===== src/rtl/uart_command_parser_pkg.sv =====
// Shared state encoding, error codes and ASCII constants for the UART command parser.
package uart_command_parser_pkg;

   typedef enum logic [1:0] {
      ST_IDLE = 2'd0,
      ST_ARG  = 2'd1,
      ST_SKIP = 2'd2,
      ST_DONE = 2'd3
   } state_t;

   localparam logic [1:0] ERR_BAD_CHAR  = 2'd0;
   localparam logic [1:0] ERR_TOO_MANY  = 2'd1;
   localparam logic [1:0] ERR_BUSY_DROP = 2'd2;
   localparam logic [1:0] ERR_TIMEOUT   = 2'd3;

   localparam logic [7:0] ASCII_CR    = 8'h0D;
   localparam logic [7:0] ASCII_LF    = 8'h0A;
   localparam logic [7:0] ASCII_SPACE = 8'h20;

   function automatic logic is_eol(input logic [7:0] b);
      return (b == ASCII_CR) || (b == ASCII_LF);
   endfunction

   function automatic logic is_letter(input logic [7:0] b);
      return ((b >= 8'h41) && (b <= 8'h5A)) || ((b >= 8'h61) && (b <= 8'h7A));
   endfunction

   // Clearing bit 5 folds a-z onto A-Z; only applied to bytes already known to be letters.
   function automatic logic [7:0] to_upper(input logic [7:0] b);
      return b & 8'hDF;
   endfunction

endpackage


===== src/rtl/uart_command_parser_hex_nibble_decoder.sv =====
// Combinational ASCII hex digit decoder: 0-9, A-F, a-f -> {valid, nibble}.
module uart_command_parser_hex_nibble_decoder (
   input  logic [7:0] dat,
   output logic       valid,
   output logic [3:0] nib
);

   always_comb begin
      valid = 1'b0;
      nib   = 4'h0;
      if ((dat >= 8'h30) && (dat <= 8'h39)) begin
         valid = 1'b1;
         nib   = dat[3:0];
      end else if (((dat >= 8'h41) && (dat <= 8'h46)) || ((dat >= 8'h61) && (dat <= 8'h66))) begin
         valid = 1'b1;
         nib   = dat[3:0] + 4'd9;
      end
   end

endmodule


===== src/rtl/uart_command_parser.sv =====
// Line-based ASCII command parser: "<letter>[hex digits]<CR|LF>" -> (cmd, arg) with ack handshake.
// Optional byte echo path enabled by defining UART_COMMAND_PARSER_ECHO_EN.
//
// state | meaning
// IDLE  | waiting for a command letter; EOL and spaces ignored
// ARG   | collecting hex digits of the argument
// SKIP  | discarding the rest of a bad line until EOL
// DONE  | command presented on o_stb, waiting for o_ack
module uart_command_parser
   import uart_command_parser_pkg::*;
#(
   parameter int ARG_DIGITS = 4,
   parameter int TIMEOUT    = 1000000,
   localparam int ARG_BITS  = 4 * ARG_DIGITS
) (
   input  logic                clk,
   input  logic                rst_n,
`ifdef UART_COMMAND_PARSER_ECHO_EN
   output logic                o_echo_stb,
   output logic [7:0]          o_echo_dat,
   input  logic                i_echo_bsy,
`endif
   input  logic                i_stb,
   input  logic [7:0]          i_dat,
   output logic                o_stb,
   output logic [7:0]          o_cmd,
   output logic [ARG_BITS-1:0] o_arg,
   input  logic                o_ack,
   output logic                o_err,
   output logic [1:0]          o_err_code
);

   localparam int CNT_W = $clog2(ARG_DIGITS + 1);

   state_t              state_q, state_d, cur_state;
   logic [ARG_BITS-1:0] arg_q, arg_d;
   logic [ARG_BITS-1:0] out_arg_q, out_arg_d;
   logic [CNT_W-1:0]    cnt_q, cnt_d;
   logic [7:0]          cmd_q, cmd_d;
   logic                err_d;
   logic [1:0]          err_code_d;
   logic                hex_valid;
   logic [3:0]          hex_nib;
   logic                timeout_hit;

   uart_command_parser_hex_nibble_decoder u_hex (
      .dat   (i_dat),
      .valid (hex_valid),
      .nib   (hex_nib)
   );

   generate
      if (TIMEOUT > 0) begin : g_timer
         localparam int TW = $clog2(TIMEOUT + 1);
         logic [TW-1:0] timer_q;
         logic          counting;

         assign counting = (state_q == ST_ARG) || (state_q == ST_SKIP);

         always_ff @(posedge clk or negedge rst_n) begin
            if (!rst_n)
               timer_q <= '0;
            else if (i_stb || !counting)
               timer_q <= '0;
            else if (timer_q != TW'(TIMEOUT))
               timer_q <= timer_q + TW'(1);
         end

         // Fires on the TIMEOUT-th silent cycle; a byte arriving that cycle wins.
         assign timeout_hit = counting && !i_stb && (timer_q == TW'(TIMEOUT - 1));
      end else begin : g_no_timer
         assign timeout_hit = 1'b0;
      end
   endgenerate

   always_comb begin
      state_d    = state_q;
      arg_d      = arg_q;
      cnt_d      = cnt_q;
      cmd_d      = cmd_q;
      out_arg_d  = out_arg_q;
      err_d      = 1'b0;
      err_code_d = ERR_BAD_CHAR;

      // An ack retires the pending command; a byte in the same cycle is handled as in IDLE.
      cur_state = state_q;
      if ((state_q == ST_DONE) && o_ack) begin
         cur_state = ST_IDLE;
         state_d   = ST_IDLE;
      end

      if (timeout_hit) begin
         state_d = ST_IDLE;
         if (state_q == ST_ARG) begin
            err_d      = 1'b1;
            err_code_d = ERR_TIMEOUT;
         end
      end else if (i_stb) begin
         case (cur_state)
            ST_IDLE: begin
               if (is_eol(i_dat) || (i_dat == ASCII_SPACE)) begin
                  state_d = ST_IDLE;
               end else if (is_letter(i_dat)) begin
                  cmd_d   = to_upper(i_dat);
                  arg_d   = '0;
                  cnt_d   = '0;
                  state_d = ST_ARG;
               end else begin
                  err_d      = 1'b1;
                  err_code_d = ERR_BAD_CHAR;
                  state_d    = ST_SKIP;
               end
            end
            ST_ARG: begin
               if (i_dat == ASCII_SPACE) begin
                  state_d = ST_ARG;
               end else if (hex_valid) begin
                  if (cnt_q < CNT_W'(ARG_DIGITS)) begin
                     arg_d = (arg_q << 4) | ARG_BITS'(hex_nib);
                     cnt_d = cnt_q + CNT_W'(1);
                  end else begin
                     err_d      = 1'b1;
                     err_code_d = ERR_TOO_MANY;
                     state_d    = ST_SKIP;
                  end
               end else if (is_eol(i_dat)) begin
                  out_arg_d = arg_q;
                  state_d   = ST_DONE;
               end else begin
                  err_d      = 1'b1;
                  err_code_d = ERR_BAD_CHAR;
                  state_d    = ST_SKIP;
               end
            end
            ST_SKIP: begin
               if (is_eol(i_dat))
                  state_d = ST_IDLE;
            end
            ST_DONE: begin
               err_d      = 1'b1;
               err_code_d = ERR_BUSY_DROP;
            end
            default: state_d = ST_IDLE;
         endcase
      end
   end

   always_ff @(posedge clk or negedge rst_n) begin
      if (!rst_n) begin
         state_q    <= ST_IDLE;
         arg_q      <= '0;
         cnt_q      <= '0;
         cmd_q      <= '0;
         out_arg_q  <= '0;
         o_err      <= 1'b0;
         o_err_code <= 2'd0;
      end else begin
         state_q    <= state_d;
         arg_q      <= arg_d;
         cnt_q      <= cnt_d;
         cmd_q      <= cmd_d;
         out_arg_q  <= out_arg_d;
         o_err      <= err_d;
         o_err_code <= err_code_d;
      end
   end

   assign o_stb = (state_q == ST_DONE);
   assign o_cmd = cmd_q;
   assign o_arg = out_arg_q;

`ifdef UART_COMMAND_PARSER_ECHO_EN
   always_ff @(posedge clk or negedge rst_n) begin
      if (!rst_n) begin
         o_echo_stb <= 1'b0;
         o_echo_dat <= 8'h00;
      end else begin
         o_echo_stb <= i_stb && !i_echo_bsy;
         if (i_stb)
            o_echo_dat <= i_dat;
      end
   end
`endif

endmodule


===== config.mk =====
export PLATFORM = sky130hd
export DESIGN_NAME = uart_command_parser
export DESIGN_NICKNAME = d
export VERILOG_FILES = /design/src/rtl/uart_command_parser_pkg.sv /design/src/rtl/uart_command_parser_hex_nibble_decoder.sv /design/src/rtl/uart_command_parser.sv
export SDC_FILE = /design/constraint.sdc
export NUM_CORES = 1
export LEC_CHECK = 0
export ABC_AREA = 0
export BUFFER_PORTS_ARGS = -buffer_cell sky130_fd_sc_hd__buf_2
export CAP_MARGIN = 20
export CORE_ASPECT_RATIO = 0.8
export CORE_MARGIN = 2
export CORE_UTILIZATION = 50
export DETAILED_ROUTE_END_ITERATION = 7
export GPL_ROUTABILITY_DRIVEN = 0
export PLACE_DENSITY_LB_ADDON = 0.15
export SYNTH_ARGS = -nofsm -noshare
export SYNTH_HDL_FRONTEND = slang
export SYNTH_HIERARCHICAL = 1
export SYNTH_SLANG_ARGS = --single-unit

===== constraint.sdc =====
create_clock -name clk -period 2.21 [get_ports clk]
set_clock_uncertainty 0.05 [all_clocks]
set_input_delay 0.442 -clock clk [delete_from_list [all_inputs] [get_ports clk]]
set_output_delay 0.442 -clock clk [all_outputs]
set_load 0.03 [all_outputs]

======== After elaboration in Yosys (flattened, before gate mapping) ========
Cells that the tools add are included.
Widths: inputs -> output; s select.
cells by class
  $add $sub $neg .......................... 3
  $lt $le $gt $ge ......................... 9
  equality and inequality tests ........... 16
  multiplexer cells ....................... 46
  bitwise operators ....................... 5
  reductions and logical operators ........ 22
operators by type and width
  kind                   number
  $mux 16                5
  $mux 20                2
  $le 8x7->1 const B     4
  $pmux 16 s2            1
  $mux 2                 14
  $add 20x1->20 const B  1
  $eq 20x20->1 const B   1
  $ne 20x20->1 const B   1
  $eq 8x4->1 const B     2
  $ge 8x7->1 const B     2
  $or 16x4->16           1
  $mux 3                 5
  $mux 1                 13
  $ne 2x2->1 const B     5
  $eq 2x2->1 const B     4
  $eq 8x6->1 const B     1
  $ge 8x6->1 const B     1
  $le 8x6->1 const B     1
  $logic_and 1x1->1      8
  $mux 4                 2
  $reduce_and 8->1       1
  $logic_or 1x1->1       6
  $pmux 2 s3             1
  $pmux 3 s2             1
  12 further kinds       18
word-level totals
  register bits ........................... 67
  input port bits ......................... 12
  output and inout port bits .............. 28
  logic and storage cells ................. 109

======== Longest topological paths before layout ========
  depth in word-level cells ............... 10
  depth in mapped cells ................... 11

======== Cells and area by module ========
The synthesis kept the hierarchy.
modules (own cells, without submodules)
  module                                  instances  cells each  area each (sq um)  sequential area each (sq um)
  uart_command_parser                     1          313         3323.2             1676.6
  uart_command_parser_hex_nibble_decoder  1          19          177.7              0.0

======== Worst setup path after synthesis ========
No wires, ideal clock.
  path type ............................... input to register
  from .................................... input port i_dat[7]
  to ...................................... register cnt_q[2]
  arrival ................................. 2.412 ns
  required time ........................... 2.035 ns
  slack ................................... -0.377 ns
  stages .................................. 8
  path buffers ............................ 0
  path through ............................ or4b_4 a311oi_2 or2_1 nor2b_1 o211a_1 o21ai_1 nor2_1 mux2_2
on the way
  word-level cells in the longest chain between the ends .. 7
  elaborated cells between the ends (all ways) .. 27
  those cells by class .................... order compare (8); eq/ne (7); mux (2); reduce/logical (10)
RTL lines
  element                                   RTL line                                      RTL
  start: declaration                        uart_command_parser.sv:24                     input logic [7:0] i_dat,
  $ge 8x7->1 or $le 8x7->1 (tied branches)  uart_command_parser_hex_nibble_decoder.sv:14  end else if (((dat >= 8'h41) && (dat <= 8'h46)) || ((dat >= 8'h61) && (dat <= 8'h66))) begin
  $logic_and 1x1->1                         uart_command_parser_hex_nibble_decoder.sv:14
  $logic_or 1x1->1                          uart_command_parser_hex_nibble_decoder.sv:14
  $mux 1                                    uart_command_parser_hex_nibble_decoder.sv:14
  $mux 1 (*)                                uart_command_parser_hex_nibble_decoder.sv:11  if ((dat >= 8'h30) && (dat <= 8'h39)) begin
  named net hex_valid                       uart_command_parser.sv:42                     logic hex_valid;
  $ne 2x2->1 (no source line) (*)           n/a
  $reduce_and 8->1 (no source line) (*)     n/a
  end signal: assignment                    uart_command_parser.sv:160                    cnt_q <= cnt_d;
  end: declaration                          uart_command_parser.sv:38                     logic [CNT_W-1:0] cnt_q, cnt_d;
Mark *: on every way through the listed nets, which the timed path passes. The rest lies on a longest branch.
A chain may end at the register's enable or synchronous reset.

======== Final worst setup path ========
Same ends and word-level chain as after synthesis.

==> run summary <==
DRC viols -> 0
Design area -> 0.004422 mm2
Max frequency -> 443.6 MHz
Share of layout cells above drive strength 1 -> 0.3496
Synth top area cells -> dfrtp_1 48%, mux2_4 4.3%, mux2_2 3.9%
Final Hold Viols -> 0
Crit path DAT -> 2430 ps
Seq/Total Area, Yosys -> 0.4789
Syn avg cell area -> 10.54 um2
Later-pin clock latency in the skew report -> 350 ps
Largest net degree at the start of global routing -> 68
RSZ-0062 raised after global routing -> yes
Final net count -> 425
R2R depth -> 4
Pwr/cell area -> 780.2 mW/mm2
Final setup fails -> 4
Final setup margin -> -44.51 ps
# IOs -> 40
Clk root buf -> clkbuf_8
First-pass GRT wire length -> 12340 um
Fillers -> 564
PortBufs -> 38
Core ar. -> 0.006824 mm2
Dpl hpwl -> 4929 um
Diodes inserted -> 0
Yosys top cell area share -> 0.4789
Clk slew on worst S/H paths -> 80 ps
FF+latch count, synth -> 67
Failing checks -> setup timing
Max-slew headroom -> 0.5414
CTS Buf Count -> 9
Max VDD drop -> 0.5337 mV
Syn-to-layout area delta -> 26.30%
Library cells used by synthesis -> 65
CP max-delay cell -> or4b_4
Max cap viols -> 0
Mapped Cells -> 332
Vias in the first global route -> 2581
Setup CP Type -> primary input to flop
Pre-CTS setup slack -> -403.3 ps
Clock buffer depth -> 2
Minimum clock period after layout -> 2255 ps
Placed cell areas -> 0.004114 mm2
Initial antenna violation count -> 0
Routed Antenna Nets -> 0
Clock tree sinks -> 67
Type of the most critical hold path -> primary input to async pin
Status -> finished, violations left
FF-to-FF Start -> state_q[0]
CP startpoint -> i_dat[7]
Slowest cell delay on critical path -> 530 ps
Drt first pass iters -> 4
EDFF count, synth -> 0
Biggest area consumer among synthesized cells -> dfrtp_1
Syn. warnings -> 6
CTS tree -> built
Leakage power -> 2.020 nW
Initial Util -> 0.5130
Gr usage total -> 0.1982
Avg WL per Cell -> 14.63 um
Core Rows -> 27
Total Wirelength -> 7254 um
Initial drt markers -> 149
CP startpoint kind -> primary input
Pwr Total -> 3.450 mW
Max Slew Vio Count -> 0
Worst reg2reg path endpoint -> o_cmd[1]
Hold Buf Count CTS -> 0
Crit path capture -> cnt_q[2]
CP Cell Sequence -> buf_6 -> or4b_4 -> a311oi_2 -> or2_1 -> nor2b_4 -> o211a_1 -> o21ai_4 -> nor2_2 -> mux2_4
Syn Nets -> 353
Die height -> 78.84 um
Ys flop type -> dfrtp_1
Crit path max fanout -> 3
DR vias/cell -> 5.474
Vias -> 2715
Fin crit share -> 1.020
Worst reg2reg setup slack -> 140 ps
Gr ovfl total -> 0
Synthesized area -> 0.003501 mm2
Die Width -> 97.55 um
# H-tree levels -> 3
Setup crit end kind -> flop
CP required -> 2380 ps
Asr flop ratio synth -> 1.000
Die area -> 0.007691 mm2
Worst slew pin tran -> 686.1 ps
## sequential cells by signal, summed over array words and instances (netlist names)
name / cells
state_q: 2
arg_q: 16
o_err: 1
o_cmd: 7
o_err_code: 2
o_arg: 16
cnt_q: 3
g_timer.timer_q: 20
## Yosys cell counts (6+ instances only)
cell	instances
dfrtp_1	67
nand2_1	31
o21ai_0	26
nor2_1	19
o31ai_1	17
clkbuf_1	12
mux2_2	12
nand3_1	12
inv_1	10
mux2_4	10
a21oi_1	9
ha_1	9
nor3_1	7
xnor2_1	7
xor2_1	7
nor2b_1	6
## critical path, delay by kind of cell
family / cells / cell delay, ps
AOI/OAI and AO/OA: 3 / 550
buffers and inverters: 1 / 90
and+or+nand+nor: 4 / 1020
muxes: 1 / 310
## per-layer routing
metal | share of wire | GRT usage | vias up | wire (um)
met5 | 0 | 0 | - | 0
met4 | 0.014 | 0.07778 | 0 | 100
met3 | 0.039 | 0.04577 | 12 | 282
met2 | 0.45 | 0.2876 | 53 | 3274
met1 | 0.50 | 0.2886 | 1300 | 3597
li1 | - | - | 1350 | -
## report_power, final
part | switching, mW | internal (mW)
combinational | 0.711 | 0.425
clock | 0.475 | 0.441
sequential | 0.0658 | 1.33
total | 1.25 | 2.20
## through the flow
step | hold slack [ps] | setup TNS (ps) | utilization | cells
2_1_floorplan | 96.41 | -5512 | - | 332
3_3_place_gp | 398.9 | -11410 | 0.6029 | 476
3_5_place_dp | 397.8 | -13190 | 0.6029 | 476
4_1_cts | 60.68 | 0 | 0.6294 | 492
5_1_grt | 62.19 | -1670 | 0.6480 | 496
6_report | 47.92 | -96.36 | 0.6480 | 496
## layout by cell type, fill, tap and decap left out, types with 3 or more instances in the layout
cell type,Yosys,final
buf_2,1,34
xnor2_1,7,7
nand2b_1,5,5
mux2_2,12,11
or3_1,5,5
o21ai_1,1,13
dfrtp_1,67,67
o21ai_0,26,10
ha_1,9,7
buf_6,1,3
nor2_1,19,18
nor2b_1,6,5
buf_12,1,4
and3_1,3,3
nand2_1,31,31
o31ai_1,17,14
nor4_1,4,4
xor2_1,7,7
o21ai_2,0,3
clkbuf_8,0,10
nor3_1,7,7
inv_1,10,8
nand3_1,12,12
buf_4,1,33
o31ai_2,0,3
mux2_4,10,11
a21oi_1,9,9
## cell type report
cell class | instances | area [um2] | area share
clock buffers | 11 | 141.4 | 0.03198
inverters | 10 | 52.55 | 0.01188
clock inverters | 5 | 37.54 | 0.008489
repair buffers | 77 | 586.8 | 0.1327
flip-flops and latches | 67 | 1677 | 0.3792
multi-input cells | 239 | 1818 | 0.4111
well taps | 87 | 108.9 | 0.02462
## timing repair
| action | in CTS | in global routing |
|---|---|---|
| pin swaps | 0 | 4 |
| cloned | 0 | 1 |
| gates resized for setup | 1 | 34 |
| setup endpoints to repair | 16 | 35 |
| buffers inserted | 0 | 3 |
## kinds of logic after synthesis
kind of cell             Yosys count  share of synthesized area
AND/OR/NAND/NOR                  114                     0.1769
adder cells (fa/ha/maj)            9                    0.03217
XOR/XNOR                          14                    0.03503
buffers and inverters             26                    0.03610
AO/OA/AOI/OAI                     77                     0.1523
flip-flops                        67                     0.4789
multiplexers                      24                    0.08756
other                              1                   0.001071
## worst min-delay path by stage
stage / from / to / slack, ps / depth (start not counted)
after floorplan: rst_n / arg_q[0] / 100 / 0
final: rst_n / o_arg[12] / 50 / 2
after detailed placement: o_cmd[6] / o_cmd[6] / 400 / 1
after CTS: rst_n / o_arg[13] / 60 / 2
after global routing: rst_n / o_arg[12] / 60 / 2
after global placement: o_cmd[6] / o_cmd[6] / 400 / 1
Power figures use the tool's default switching activity.
